File: config.mk
export PLATFORM = sky130hd
export DESIGN_NAME = text_cursor_writer
export DESIGN_NICKNAME = d
export VERILOG_FILES = /design/src/rtl/text_cursor_writer.sv
export SDC_FILE = /design/constraint.sdc
export NUM_CORES = 1
export LEC_CHECK = 0
export CORE_ASPECT_RATIO = 0.8
export CORE_MARGIN = 10
export CORE_UTILIZATION = 50
export DETAILED_ROUTE_END_ITERATION = 7
export GPL_ROUTABILITY_DRIVEN = 0
export PLACE_DENSITY = 0.79
export SLEW_MARGIN = 20
export SYNTH_ARGS = -nofsm -noshare
export SYNTH_HDL_FRONTEND = slang
export SYNTH_SLANG_ARGS = --single-unit
File: constraint.sdc
create_clock -name clk -period 2.73 [get_ports clk]
set_clock_uncertainty 0.2 [all_clocks]
set_input_delay 0.273 -clock clk [delete_from_list [all_inputs] [get_ports clk]]
set_output_delay 0.273 -clock clk [all_outputs]
set_load 0.005 [all_outputs]
File: src/rtl/text_cursor_writer.sv
// Character RAM write-port driver: turns accepted character codes into RAM writes and cursor moves.
// Latency: a character write appears on we/w_row/w_col/din the cycle after its accept edge.
// Backpressure: in_ready is low for the whole of a row clear or full-screen clear, and high otherwise.
module text_cursor_writer #(
  parameter int         DATA_WIDTH = 8,
  parameter int         ROWS       = 4,
  parameter int         COLS       = 32,
  parameter logic [7:0] BLANK      = 8'h20
) (
  input  logic                    clk,
  input  logic                    rst_n,
  input  logic                    in_valid,
  input  logic [7:0]              in_data,
  output logic                    in_ready,
  output logic                    we,
  output logic [$clog2(ROWS)-1:0] w_row,
  output logic [$clog2(COLS)-1:0] w_col,
  output logic [DATA_WIDTH-1:0]   din,
  output logic [$clog2(ROWS)-1:0] cur_row,
  output logic [$clog2(COLS)-1:0] cur_col,
  output logic                    busy
);

  localparam int RW = $clog2(ROWS);
  localparam int CW = $clog2(COLS);

  typedef enum logic [1:0] {S_IDLE, S_CLR_ROW, S_CLR_ALL} state_t;

  state_t                r_state, w_state_nxt;
  logic                  r_rdy;
  logic                  r_we, w_we_nxt;
  logic [RW-1:0]         r_w_row, w_w_row_nxt;
  logic [CW-1:0]         r_w_col, w_w_col_nxt;
  logic [DATA_WIDTH-1:0] r_din, w_din_nxt;
  logic [RW-1:0]         r_cur_row, w_cur_row_nxt;
  logic [CW-1:0]         r_cur_col, w_cur_col_nxt;
  // Clear counter: column walks every clear, row only advances in a full clear.
  logic [RW-1:0]         r_ctr_row, w_ctr_row_nxt;
  logic [CW-1:0]         r_ctr_col, w_ctr_col_nxt;

  logic                  w_is_print, w_is_lf, w_is_cr, w_is_bs, w_is_ff;
  logic                  w_cur_col_last, w_ctr_col_last, w_ctr_row_last;
  logic [RW-1:0]         w_cur_row_inc;

  assign w_is_print     = (in_data >= 8'h20) && (in_data <= 8'h7E);
  assign w_is_lf        = (in_data == 8'h0A);
  assign w_is_cr        = (in_data == 8'h0D);
  assign w_is_bs        = (in_data == 8'h08);
  assign w_is_ff        = (in_data == 8'h0C);
  // Wrap by explicit compare so non-power-of-2 geometries stay in range.
  assign w_cur_col_last = (r_cur_col == CW'(COLS - 1));
  assign w_ctr_col_last = (r_ctr_col == CW'(COLS - 1));
  assign w_ctr_row_last = (r_ctr_row == RW'(ROWS - 1));
  assign w_cur_row_inc  = (r_cur_row == RW'(ROWS - 1)) ? '0 : r_cur_row + RW'(1);

  // State register; reset lands in a full clear because the RAM itself has no reset.
  always_ff @(posedge clk or negedge rst_n) begin
    if (!rst_n) r_state <= S_CLR_ALL;
    else        r_state <= w_state_nxt;
  end

  // Next-state: newline and end-of-row wrap clear the new row, form-feed clears everything.
  always_comb begin
    w_state_nxt = r_state;
    case (r_state)
      S_IDLE: begin
        if (in_valid) begin
          if ((w_is_print && w_cur_col_last) || w_is_lf) w_state_nxt = S_CLR_ROW;
          else if (w_is_ff)                             w_state_nxt = S_CLR_ALL;
        end
      end
      S_CLR_ROW: if (w_ctr_col_last)                   w_state_nxt = S_IDLE;
      S_CLR_ALL: if (w_ctr_col_last && w_ctr_row_last) w_state_nxt = S_IDLE;
      default:   w_state_nxt = S_IDLE;
    endcase
  end

  // Output/datapath next values: write command, cursor and clear counter.
  always_comb begin
    w_we_nxt      = 1'b0;
    w_w_row_nxt   = r_w_row;
    w_w_col_nxt   = r_w_col;
    w_din_nxt     = r_din;
    w_cur_row_nxt = r_cur_row;
    w_cur_col_nxt = r_cur_col;
    w_ctr_row_nxt = r_ctr_row;
    w_ctr_col_nxt = r_ctr_col;
    case (r_state)
      S_IDLE: begin
        if (in_valid) begin
          if (w_is_print) begin
            w_we_nxt    = 1'b1;
            w_w_row_nxt = r_cur_row;
            w_w_col_nxt = r_cur_col;
            w_din_nxt   = DATA_WIDTH'(in_data);
            if (!w_cur_col_last) begin
              w_cur_col_nxt = r_cur_col + CW'(1);
            end else begin
              w_cur_col_nxt = '0;
              w_cur_row_nxt = w_cur_row_inc;
              w_ctr_row_nxt = w_cur_row_inc;
              w_ctr_col_nxt = '0;
            end
          end else if (w_is_lf) begin
            w_cur_col_nxt = '0;
            w_cur_row_nxt = w_cur_row_inc;
            w_ctr_row_nxt = w_cur_row_inc;
            w_ctr_col_nxt = '0;
          end else if (w_is_cr) begin
            w_cur_col_nxt = '0;
          end else if (w_is_bs) begin
            // Backspace never wraps back onto the previous row.
            if (r_cur_col != '0) begin
              w_cur_col_nxt = r_cur_col - CW'(1);
              w_we_nxt      = 1'b1;
              w_w_row_nxt   = r_cur_row;
              w_w_col_nxt   = r_cur_col - CW'(1);
              w_din_nxt     = DATA_WIDTH'(BLANK);
            end
          end else if (w_is_ff) begin
            w_cur_row_nxt = '0;
            w_cur_col_nxt = '0;
            w_ctr_row_nxt = '0;
            w_ctr_col_nxt = '0;
          end
        end
      end
      S_CLR_ROW, S_CLR_ALL: begin
        w_we_nxt      = 1'b1;
        w_w_row_nxt   = r_ctr_row;
        w_w_col_nxt   = r_ctr_col;
        w_din_nxt     = DATA_WIDTH'(BLANK);
        w_ctr_col_nxt = w_ctr_col_last ? '0 : r_ctr_col + CW'(1);
        if ((r_state == S_CLR_ALL) && w_ctr_col_last) begin
          w_ctr_row_nxt = w_ctr_row_last ? '0 : r_ctr_row + RW'(1);
        end
      end
      default: ;
    endcase
  end

  // Registered outputs and cursor; ready is registered from the next state.
  always_ff @(posedge clk or negedge rst_n) begin
    if (!rst_n) begin
      r_rdy     <= 1'b0;
      r_we      <= 1'b0;
      r_w_row   <= '0;
      r_w_col   <= '0;
      r_din     <= '0;
      r_cur_row <= '0;
      r_cur_col <= '0;
      r_ctr_row <= '0;
      r_ctr_col <= '0;
    end else begin
      r_rdy     <= (w_state_nxt == S_IDLE);
      r_we      <= w_we_nxt;
      r_w_row   <= w_w_row_nxt;
      r_w_col   <= w_w_col_nxt;
      r_din     <= w_din_nxt;
      r_cur_row <= w_cur_row_nxt;
      r_cur_col <= w_cur_col_nxt;
      r_ctr_row <= w_ctr_row_nxt;
      r_ctr_col <= w_ctr_col_nxt;
    end
  end

  assign in_ready = r_rdy;
  assign busy     = ~r_rdy;
  assign we       = r_we;
  assign w_row    = r_w_row;
  assign w_col    = r_w_col;
  assign din      = r_din;
  assign cur_row  = r_cur_row;
  assign cur_col  = r_cur_col;

endmodule

==> results of run 1 <==
kinds of logic (layout without fill, tap and decap cells):
kind of cell	count (synthesis)	count (layout)	share of synthesized area
AO/OA/AOI/OAI	56	56	0.202
XOR/XNOR	2	2	0.00845
adder cells (fa/ha/maj)	12	12	0.0724
buffers and inverters	25	81	0.0471
flip-flops	33	33	0.399
multiplexers	18	18	0.0941
AND/OR/NAND/NOR	67	67	0.177
area by class of cell:
cell class	count	area, µm²
clock buffer	7	86.3
clock inverter	1	30.0
fill	326	1170
inverter	17	63.8
multi-input combinational	155	1150
sequential	33	827
tap	55	68.8
timing repair buffer	56	508
worst paths after layout:
kind	to	cells past startpoint	from	slack (ns)
max	r_ctr_row[1]$_DFFE_PN0P_	6	in_data[7]	0.17
min	we$_DFF_PN0_	2	rst_n	0.19
max reg2reg	r_ctr_row[1]$_DFFE_PN0P_	8	cur_col[1]$_DFFE_PN0P_	0.24
min reg2reg	din[7]$_DFFE_PN0P_	1	din[7]$_DFFE_PN0P_	0.29
max in group asynchronous	r_state[1]$_DFF_PN1_	2	rst_n	1.82
min in group clk	din[7]$_DFFE_PN0P_	1	din[7]$_DFFE_PN0P_	0.29
power groups by stage:
stage | Clock [mW] | Combinational, mW | Sequential (mW)
2_1_floorplan | 0 | 0.691 | 0.822
4_1_cts | 0.483 | 1.25 | 0.836
5_1_grt | 0.507 | 1.39 | 0.863
6_report | 0.477 | 1.25 | 0.835
3_5_place_dp | 0 | 1.24 | 0.843
3_3_place_gp | 0 | 1.21 | 0.832
cells in the final DEF, fill, tap and decap left out, types with 2 or more instances in the layout:
cell type | netlist | routed
o32ai_1 | 2 | 2
clkbuf_8 | 0 | 6
o22ai_1 | 3 | 3
nor3b_1 | 3 | 3
nand2_1 | 15 | 15
a21oi_1 | 10 | 10
o21a_1 | 2 | 2
nor2b_1 | 2 | 2
nand3b_1 | 2 | 2
mux2i_1 | 6 | 6
inv_1 | 17 | 17
o31a_1 | 2 | 2
o21ai_0 | 8 | 8
o2bb2ai_1 | 3 | 3
mux2_1 | 2 | 2
nand2b_1 | 8 | 8
xnor2_1 | 2 | 2
nor3_1 | 7 | 7
and2_1 | 3 | 3
nor2_1 | 10 | 10
mux2_2 | 10 | 10
buf_4 | 1 | 21
o31ai_1 | 2 | 2
o211ai_1 | 2 | 2
ha_1 | 12 | 12
and3_1 | 3 | 3
nand3_1 | 5 | 5
a22o_1 | 6 | 6
clkdlybuf4s50_1 | 0 | 35
dfrtp_1 | 32 | 32
stage by stage:
stage | instance area (µm²) | total power [mW] | cells | setup TNS, ns | util
CTS | 2730 | 2.57 | 324 | 0 | 0.700
finish | 2730 | 2.56 | 324 | 0 | 0.700
global route | 2730 | 2.75 | 324 | 0 | 0.700
floorplan | 2070 | 1.51 | 213 | 0 | -
global placement | 2620 | 2.04 | 316 | -0.0784 | 0.670
detailed placement | 2620 | 2.09 | 316 | -0.184 | 0.670
layer usage:
layer | wire [µm] | vias to the layer above
met5 | 0 | -
met4 | 50 | 0
met3 | 423 | 8
met2 | 2430 | 63
met1 | 2450 | 879
li1 | - | 886
flip-flops by register name, summed over array words and instances, names as in the netlist:
| name | flops |
|---|---|
| w_col | 5 |
| w_row | 2 |
| r_ctr_row | 2 |
| cur_col | 5 |
| din | 8 |
| r_state | 2 |
| r_ctr_col | 5 |
| in_ready | 1 |
| we | 1 |
| cur_row | 2 |
==> flow_summary.json, run 1 <==
{
  "swShare": 0.355,
  "nets": 291,
  "place_ws_ns": -0.104,
  "peakVddDrop_mv": 0.603,
  "dieHeight_um": 77.6,
  "hold_slack_ns": 0.186,
  "synth_seq_cells": 33,
  "yosysMostFrequentCell": "dfrtp_1",
  "numCtsBuffers": 5,
  "p_per_area_mw_per_mm2": 936,
  "antenna_found_initial": 0,
  "pwr-share-clk": 0.186,
  "finalCritPeriodShare": 0.939,
  "grt_usage": 0.147,
  "rsz0062_at_grt": "false",
  "grt_max_degree": 34,
  "diodes": 0,
  "overflow": 0,
  "crit_family": "simple AND/OR/NAND/NOR gates",
  "p_sw_mw": 0.908,
  "ctsResizeCount": 0,
  "holdBufCountCts": 0,
  "async_reset_ff_frac": 1.00,
  "hp-class": "primary input to async pin",
  "drt-wirelength-per-cell_um": 16.5,
  "boundaryPins": 36,
  "htreeDepth": 2,
  "synthCells": 213,
  "worst_slew_pin_slew_ns": 0.426,
  "worstPathMaxFanout": 4,
  "drt_iter0_markers": 145,
  "io_buffers": 35,
  "grt_use_met3": 0.0538,
  "syn_nets": 236,
  "end_kind": "flop",
  "syn-cell-area_mm2": 0.00207,
  "yosys-top-cells-count": "32 x dfrtp_1, 17 x inv_1, 15 x nand2_1",
  "worstSkewPairLatency_ns": 0.28,
  "ant_nets": 0,
  "clk_root_buffer_cell": "clkbuf_8",
  "final_max_slew_viol_count": 0,
  "synth_cell_types": 55,
  "finalSetupViolCount": 0,
  "met2_usage": 0.227,
  "period_minus_slack_ns": 2.56,
  "pwr-share-seq": 0.326,
  "cp-start-kind": "primary input",
  "clkSlewWorstSetupHoldPaths_ns": 0.07,
  "fmax_mhz": 390,
  "cp_slowest_stage_delay_ns": 0.59,
  "start_util": 0.531,
  "num_rows": 20,
  "vias": 1836,
  "ys_seq_area_frac": 0.399,
  "die_x_um": 92.0,
  "tritoncts": "done",
  "maxCapViolCount": 0,
  "use_met1": 0.185,
  "area_growth_pct": 31.8,
  "top_usage_layer": "met2",
  "drt_drc_violations_left": 0,
  "dp_hpwl_um": 3990,
  "synth_area_per_cell_um2": 9.73,
  "dieArea_mm2": 0.00714,
  "combinationalPowerShare": 0.487,
  "p_leak_nw": 1.20,
  "vias_per_cell": 5.67,
  "yosysTopAreaCell": "dfrtp_1",
  "cp_num_buf_inv": 1,
  "synth_top_area_frac": 0.386,
  "slew_headroom": 0.712,
  "drive_above_1_share": 0.175,
  "synth_edf_count": 0,
  "critPathRequiredTime_ns": 2.70,
  "outcome": "completed",
  "drt-pass1-iter-count": 4,
  "grt_first_pass_wirelength_um": 8910,
  "critical_path_class": "primary input to flop",
  "grt_pass1_vias": 1875,
  "arrival_ns": 2.53,
  "internal-power_mw": 1.65,
  "cp_cell_sequence": "clkdlybuf4s50_1 > or4_4 > or3_4 > a211oi_4 > o21bai_1 > mux2_1",
  "hold_violations": 0,
  "clock-sinks": 33,
  "setup_ws_ns": 0.168,
  "synth_area_leaders": "dfrtp_1 39%, ha_1 7.2%, mux2_2 5.4%",
  "core_area_mm2": 0.00390,
  "cts_setup_buffers": 0,
  "yosysWarningCount": 0,
  "wl_um": 5350,
  "synth-main-ff-cell": "dfrtp_1",
  "crit_slowest_cell": "or4_4",
  "cts_buffer_depth": 2
}
Power figures use the tool's default switching activity.
==> run 2, diff against run 1 <==
Settings changed: SKIP_CTS_REPAIR_TIMING set to 1.
==> results of run 2 <==
No change in the layout: final DEF, timing and power equal those of run 1.
